`src/rtl/hazard_controller.sv`:
```
// hazard_controller: load-use stall, branch flush, MDU freeze, EX forwarding select
// and saturating stall-cycle counter for a 5-stage RV32 pipeline.
module hazard_controller #(
    parameter int REG_ADDR_W  = 5,
    parameter int MDU_LATENCY = 4,
    parameter int STALL_CNT_W = 16
) (
    input  logic                   clk,
    input  logic                   rst_n,
    input  logic [REG_ADDR_W-1:0]  id_rs1,
    input  logic [REG_ADDR_W-1:0]  id_rs2,
    input  logic                   id_uses_rs1,
    input  logic                   id_uses_rs2,
    input  logic [REG_ADDR_W-1:0]  ex_rs1,
    input  logic [REG_ADDR_W-1:0]  ex_rs2,
    input  logic [REG_ADDR_W-1:0]  ex_rd,
    input  logic                   ex_mem_read,
    input  logic                   ex_branch_taken,
    input  logic                   ex_mdu_start,
    input  logic [REG_ADDR_W-1:0]  mem_rd,
    input  logic                   mem_reg_write,
    input  logic [REG_ADDR_W-1:0]  wb_rd,
    input  logic                   wb_reg_write,
    output logic                   stall_if,
    output logic                   stall_id,
    output logic                   stall_ex,
    output logic                   flush_id,
    output logic                   flush_ex,
    output logic [1:0]             forward_a,
    output logic [1:0]             forward_b,
    output logic                   mdu_done,
    output logic [STALL_CNT_W-1:0] stall_count
);
    typedef enum logic {RUN, MDU_BUSY} state_t;

    localparam logic [7:0] CNT_INIT = 8'(MDU_LATENCY - 2);

    state_t                 state_q, state_d;
    logic [7:0]             cnt_q, cnt_d;
    logic [STALL_CNT_W-1:0] stall_count_q, stall_count_d;
    logic                   load_use;

    function automatic logic [1:0] fwd_sel(input logic [REG_ADDR_W-1:0] rs);
        if (mem_reg_write && mem_rd != '0 && mem_rd == rs) return 2'b10;
        if (wb_reg_write && wb_rd != '0 && wb_rd == rs) return 2'b01;
        return 2'b00;
    endfunction

    always_comb begin
        load_use = ex_mem_read && ex_rd != '0 &&
                   ((id_uses_rs1 && id_rs1 == ex_rd) || (id_uses_rs2 && id_rs2 == ex_rd));
        state_d  = state_q;
        cnt_d    = cnt_q;
        stall_if = 1'b0;
        stall_id = 1'b0;
        stall_ex = 1'b0;
        flush_id = 1'b0;
        flush_ex = 1'b0;
        mdu_done = 1'b0;
        if (state_q == MDU_BUSY) begin
            stall_if = 1'b1;
            stall_id = 1'b1;
            stall_ex = 1'b1;
            mdu_done = cnt_q == 8'd0;
            state_d  = cnt_q == 8'd0 ? RUN : MDU_BUSY;
            cnt_d    = cnt_q == 8'd0 ? cnt_q : cnt_q - 8'd1;
        end else if (ex_mdu_start) begin
            stall_if = 1'b1;
            stall_id = 1'b1;
            stall_ex = 1'b1;
            cnt_d    = CNT_INIT;
            state_d  = MDU_BUSY;
        end else if (ex_branch_taken) begin
            flush_id = 1'b1;
            flush_ex = 1'b1;
        end else if (load_use) begin
            stall_if = 1'b1;
            stall_id = 1'b1;
            flush_ex = 1'b1;
        end
        // controls must read 0 while reset is held, whatever the inputs do
        if (!rst_n) begin
            stall_if = 1'b0;
            stall_id = 1'b0;
            stall_ex = 1'b0;
            flush_id = 1'b0;
            flush_ex = 1'b0;
            mdu_done = 1'b0;
        end
        stall_count_d = stall_count_q +
                        {{(STALL_CNT_W-1){1'b0}}, stall_if & ~(&stall_count_q)};
    end

    always_ff @(posedge clk or negedge rst_n) begin
        if (!rst_n) begin
            state_q       <= RUN;
            cnt_q         <= 8'd0;
            stall_count_q <= '0;
        end else begin
            state_q       <= state_d;
            cnt_q         <= cnt_d;
            stall_count_q <= stall_count_d;
        end
    end

    assign forward_a   = fwd_sel(ex_rs1);
    assign forward_b   = fwd_sel(ex_rs2);
    assign stall_count = stall_count_q;
endmodule

```
`config.mk`:
```
export PLATFORM = sky130hd
export DESIGN_NAME = hazard_controller
export DESIGN_NICKNAME = d
export VERILOG_FILES = /design/src/rtl/hazard_controller.sv
export SDC_FILE = /design/constraint.sdc
export NUM_CORES = 1
export LEC_CHECK = 0
export ABC_AREA = 1
export CORE_MARGIN = 8
export CORE_UTILIZATION = 44
export CTS_CLUSTER_DIAMETER = 80
export CTS_CLUSTER_SIZE = 30
export DETAILED_ROUTE_END_ITERATION = 6
export HOLD_SLACK_MARGIN = 0.03
export PLACE_DENSITY = 0.81
export SYNTH_ARGS = -nofsm -noshare
export SYNTH_HDL_FRONTEND = slang
export SYNTH_SLANG_ARGS = --single-unit
```
`constraint.sdc`:
```
create_clock -name clk -period 2.1 [get_ports clk]
set_input_delay 0.525 -clock clk [delete_from_list [all_inputs] [get_ports clk]]
set_output_delay 0.525 -clock clk [all_outputs]
set_load 0.02 [all_outputs]
```
==> run_summary.xml <==
<?xml version="1.0" encoding="UTF-8"?>
<metrics>
  <group name="power_and_ir_drop">
    <metric name="irDropWorstVdd" unit="uV">741</metric>
    <metric name="combPwrFrac" unit="%">56.8</metric>
    <metric name="internal_power" unit="W">0.00143</metric>
    <metric name="power_switching_share" unit="%">39.9</metric>
    <metric name="power_frac_clock" unit="%">11.9</metric>
    <metric name="power.leakage" unit="nW">1.53</metric>
    <metric name="seqPwrFrac" unit="%">31.2</metric>
    <metric name="switching_power" unit="W">0.000947</metric>
    <metric name="power_density" unit="nW/um2">801</metric>
  </group>
  <group name="worst_setup_path">
    <metric name="cpPeakStageDelay" unit="ps">220</metric>
    <metric name="data_required_time_at_the_worst_endpoint" unit="ps">2270</metric>
    <metric name="path_max_fanout" unit="">3</metric>
    <metric name="cp.buffers_inverters" unit="">2</metric>
    <metric name="crit_path_cell_trace" unit="">buf_8 -&gt; inv_4 -&gt; nand2_2 -&gt; nand2_1 -&gt; nor2_2 -&gt; nand3_2 -&gt; nand2_2 -&gt; nand3_2 -&gt; a21oi_2 -&gt; ha_2 -&gt; nand3_4 -&gt; nor2_4 -&gt; nand2_2 -&gt; nor2_4 -&gt; nand2_4 -&gt; nor2_4 -&gt; nand2_1 -&gt; nand2_1 -&gt; nand2_1</metric>
    <metric name="timing.critical_path.slowest_stage_cell" unit="">sky130_fd_sc_hd__ha_2</metric>
    <metric name="critical-path-top-delay-family" unit="">simple AND/OR/NAND/NOR gates</metric>
    <metric name="setup.worst_path.class" unit="">input pin to register</metric>
    <metric name="critical_path.endpoint_type" unit="">register</metric>
    <metric name="path_common_cell" unit="">sky130_fd_sc_hd__nand2_1</metric>
    <metric name="timing.critical_path.arrival" unit="ps">2230</metric>
    <metric name="critPathLaunchType" unit="">input pin</metric>
  </group>
  <group name="timing">
    <metric name="final_hold_viol_count" unit="">0</metric>
    <metric name="maxClockFrequency" unit="MHz">485</metric>
    <metric name="final_max_slew_viol_count" unit="">0</metric>
    <metric name="worst_slew_margin_rel" unit="%">79.0</metric>
    <metric name="grt_setup_unrepaired" unit="">true</metric>
    <metric name="clock_skew" unit="ps">3.43</metric>
    <metric name="report.final.setup_viol" unit="">0</metric>
    <metric name="final_worst_path_period_need" unit="ps">2060</metric>
    <metric name="min_period_over_period" unit="%">98.3</metric>
    <metric name="worst_slew_pin_slew" unit="ps">315</metric>
  </group>
  <group name="global_routing">
    <metric name="antenna_found_initial" unit="">0</metric>
    <metric name="pin_count_of_the_biggest_net_entering_global_routing" unit="">25</metric>
    <metric name="gr-total-overflow" unit="">0</metric>
    <metric name="via_count_of_the_first_global_routing_pass" unit="">1955</metric>
    <metric name="grt_pass1_wl" unit="um">8450</metric>
    <metric name="grtUsageTotal" unit="%">16.3</metric>
  </group>
  <group name="run_status">
    <metric name="status" unit="">finished clean</metric>
  </group>
  <group name="drt">
    <metric name="top_layer_used" unit="">met4</metric>
    <metric name="drt-total-wl" unit="um">5410</metric>
    <metric name="remaining_drc_errors" unit="">0</metric>
    <metric name="met2_wirelength" unit="um">2610</metric>
    <metric name="route.met3.wl" unit="um">354</metric>
    <metric name="post_drt_wl_per_cell" unit="um">13.3</metric>
    <metric name="num_vias" unit="">1984</metric>
    <metric name="drt-vias-per-instance" unit="">4.87</metric>
    <metric name="route.antenna.remaining_nets" unit="">0</metric>
    <metric name="first_pass_iters" unit="">6</metric>
    <metric name="drtIter0Drc" unit="">87</metric>
    <metric name="wl_met1" unit="um">2340</metric>
  </group>
  <group name="floorplan">
    <metric name="dieHeight" unit="um">79.7</metric>
    <metric name="design.die.area" unit="um2">6340</metric>
    <metric name="dieWidth" unit="um">79.7</metric>
    <metric name="num_rows" unit="">23</metric>
    <metric name="top_level_ports" unit="">70</metric>
    <metric name="core_region_area" unit="um2">3940</metric>
    <metric name="initial_utilization" unit="%">45.2</metric>
  </group>
  <group name="logic_synthesis">
    <metric name="synth_sequential_area_ratio" unit="%">35.1</metric>
    <metric name="synth_warnings" unit="">0</metric>
    <metric name="ys_ff_latch" unit="">25</metric>
    <metric name="mappedNetlistArea" unit="um2">1780</metric>
    <metric name="synthesis.nets" unit="">288</metric>
    <metric name="post_synth.cell_area_avg" unit="um2">7.40</metric>
    <metric name="syn_inst" unit="">241</metric>
    <metric name="yosysUniqueCellTypes" unit="">26</metric>
  </group>
  <group name="layout">
    <metric name="nets" unit="">405</metric>
    <metric name="layout_cells_sized_above_1" unit="%">38.4</metric>
    <metric name="final.fill_count" unit="">292</metric>
    <metric name="stdcell_count" unit="">407</metric>
    <metric name="utilization" unit="%">75.3</metric>
    <metric name="n_antenna_cell" unit="">0</metric>
    <metric name="area.growth.synth_to_final" unit="%">66.5</metric>
    <metric name="finish.instance_area" unit="um2">2970</metric>
  </group>
  <group name="clock_network">
    <metric name="num_cts_buffers" unit="">3</metric>
    <metric name="cts_tree" unit="">built</metric>
    <metric name="clock_latency" unit="ps">270</metric>
    <metric name="ctsLongestPathBuffers" unit="">2</metric>
    <metric name="cts_htree_levels" unit="">1</metric>
    <metric name="clk_transition_reported_paths" unit="ps">90</metric>
    <metric name="cts_num_sinks" unit="">25</metric>
    <metric name="cts.hold.buffers_added" unit="">0</metric>
    <metric name="cts_root_buffer" unit="">sky130_fd_sc_hd__clkbuf_8</metric>
  </group>
  <group name="placed_design">
    <metric name="buffer_ports.inserted" unit="">69</metric>
    <metric name="dp.final_hpwl" unit="um">4100</metric>
    <metric name="place.detailed.instances" unit="">393</metric>
    <metric name="placedInstanceArea" unit="um2">2790</metric>
    <metric name="gpl_wtd_cong" unit="">0.871</metric>
  </group>
  <group name="job">
    <metric name="cap_viol_max_count" unit="">0</metric>
  </group>
  <group name="hold_path">
    <metric name="hold_class" unit="">input pin to async pin</metric>
  </group>
</metrics>
final timing paths:
kind                       slack [ps]              end  depth (start not counted)            start
setup / recovery                   40  stall_count[15]                         19         ex_rd[3]
hold / removal                    340          state_q                          2            rst_n
setup reg to reg                  100   stall_count[9]                         13   stall_count[6]
hold reg to reg                   530  stall_count[13]                          1  stall_count[13]
max in group asynchronous        1400         cnt_q[4]                          2            rst_n
min in group clk                  530  stall_count[13]                          1  stall_count[13]
per-stage QoR:
step / total power, W / worst slack [ps] / hold WS [ps] / setup TNS (ps)
floorplan: 0.00137 / -156 / 229 / -419
global placement: 0.00193 / -707 / 505 / -13830
detailed placement: 0.00197 / -758 / 491 / -14600
CTS: 0.00226 / -50.7 / 301 / -52.9
global route: 0.00256 / -67.4 / 316 / -265
finish: 0.00238 / 36.1 / 337 / 0
logic make-up after synthesis:
family	count (synthesis)	synth area share (%)
compound gates	14	4.14
xor+xnor	36	17.7
fa+ha+maj	3	2.11
buf+inv	34	7.79
flops	25	35.1
simple gates	129	33.2
layout make-up:
type / count / area (um2) / share of cell area (%)
Timing Repair Buffer: 115 / 943 / 31.8
Multi-Input combinational cell: 182 / 1160 / 39.2
Clock inverter: 1 / 5.00 / 0.169
Clock buffer: 3 / 41.3 / 1.39
Inverter: 31 / 126 / 4.26
Sequential cell: 25 / 626 / 21.1
Tap cell: 50 / 62.6 / 2.11
routing by layer:
metal	global-route usage, %	up-vias
li1	-	988
met4	5.19	0
met2	28.0	58
met5	0	-
met1	19.9	928
met3	3.27	10
worst reg2reg max path, cell delays in order (launching register included):
cell                      delay, ps
sky130_fd_sc_hd__dfrtp_1        370
sky130_fd_sc_hd__nand4_1        150
sky130_fd_sc_hd__or2_4          300
sky130_fd_sc_hd__nor3_4         180
sky130_fd_sc_hd__a21oi_2         50
sky130_fd_sc_hd__ha_2           210
sky130_fd_sc_hd__nand3_4         90
sky130_fd_sc_hd__nor2_4          50
sky130_fd_sc_hd__nand2_2         80
sky130_fd_sc_hd__nor2_4          50
sky130_fd_sc_hd__buf_4          130
sky130_fd_sc_hd__buf_6          110
sky130_fd_sc_hd__a21oi_2        100
sky130_fd_sc_hd__nor2_1          50
Yosys cell counts:
cell type	number	share of area (%)
sky130_fd_sc_hd__nor2_2	2	0.70
sky130_fd_sc_hd__a31o_2	1	0.49
sky130_fd_sc_hd__xor2_1	23	11
sky130_fd_sc_hd__nand2_1	60	13
sky130_fd_sc_hd__xnor2_1	13	6.4
sky130_fd_sc_hd__nor3_1	4	1.1
sky130_fd_sc_hd__a21oi_1	4	1.1
sky130_fd_sc_hd__buf_6	1	0.63
sky130_fd_sc_hd__clkbuf_1	1	0.21
sky130_fd_sc_hd__nor2_4	3	1.9
sky130_fd_sc_hd__ha_1	3	2.1
sky130_fd_sc_hd__nand2_4	1	0.63
sky130_fd_sc_hd__nand4_2	1	0.70
sky130_fd_sc_hd__nor2_1	31	6.5
sky130_fd_sc_hd__o21ai_0	6	1.7
sky130_fd_sc_hd__o21ai_1	3	0.84
sky130_fd_sc_hd__inv_1	31	6.5
sky130_fd_sc_hd__nand2_2	2	0.70
sky130_fd_sc_hd__buf_4	1	0.42
sky130_fd_sc_hd__nand4_1	8	2.8
sky130_fd_sc_hd__nand3b_1	1	0.42
sky130_fd_sc_hd__dfrtp_1	25	35
sky130_fd_sc_hd__nand3_1	11	3.1
sky130_fd_sc_hd__nor4_1	2	0.70
sky130_fd_sc_hd__nand3_2	1	0.56
sky130_fd_sc_hd__or2_1	2	0.70
repair_timing:
action | CTS | global route
gates resized for setup | 144 | 68
endpoints found under the setup margin | 22 | 19
pin swaps | 46 | 38
buffers inserted | 3 | 7
cells in the final DEF (no fill, tap or decap), types with 3 or more instances in the layout:
cell type                         instances
sky130_fd_sc_hd__clkbuf_2                13
sky130_fd_sc_hd__nor2_2                  11
sky130_fd_sc_hd__buf_8                    3
sky130_fd_sc_hd__o21ai_0                  4
sky130_fd_sc_hd__inv_1                   21
sky130_fd_sc_hd__buf_2                    7
sky130_fd_sc_hd__clkdlybuf4s15_1          3
sky130_fd_sc_hd__buf_4                   47
sky130_fd_sc_hd__dlygate4sd2_1           15
sky130_fd_sc_hd__clkdlybuf4s50_1         17
sky130_fd_sc_hd__nand2_1                 50
sky130_fd_sc_hd__nor2_4                   4
sky130_fd_sc_hd__buf_6                    9
sky130_fd_sc_hd__nand4_1                  8
sky130_fd_sc_hd__nand3_1                  8
sky130_fd_sc_hd__clkbuf_8                 3
sky130_fd_sc_hd__dfrtp_1                 25
sky130_fd_sc_hd__nor2_1                  21
sky130_fd_sc_hd__xor2_1                  22
sky130_fd_sc_hd__xnor2_1                 13
sky130_fd_sc_hd__nor3_1                   3
sky130_fd_sc_hd__nand2_2                 12
sky130_fd_sc_hd__inv_2                    6
sky130_fd_sc_hd__o21ai_1                  4
sky130_fd_sc_hd__nand3_2                  3
sky130_fd_sc_hd__inv_4                    4
state kept, by name, indices dropped and copies added, names as in the netlist:
register     cells
state_q          1
cnt_q            8
stall_count     16
power groups by stage:
stage / Sequential [W] / Clock [W] / Combinational [W]
finish: 0.000742 / 0.000283 / 0.00135
global route: 0.000756 / 0.000322 / 0.00148
CTS: 0.000736 / 0.000293 / 0.00123
detailed placement: 0.000740 / 0 / 0.00123
global placement: 0.000730 / 0 / 0.00120
floorplan: 0.000850 / 0 / 0.000519
Note: power is estimated with default switching activity, not from simulation.
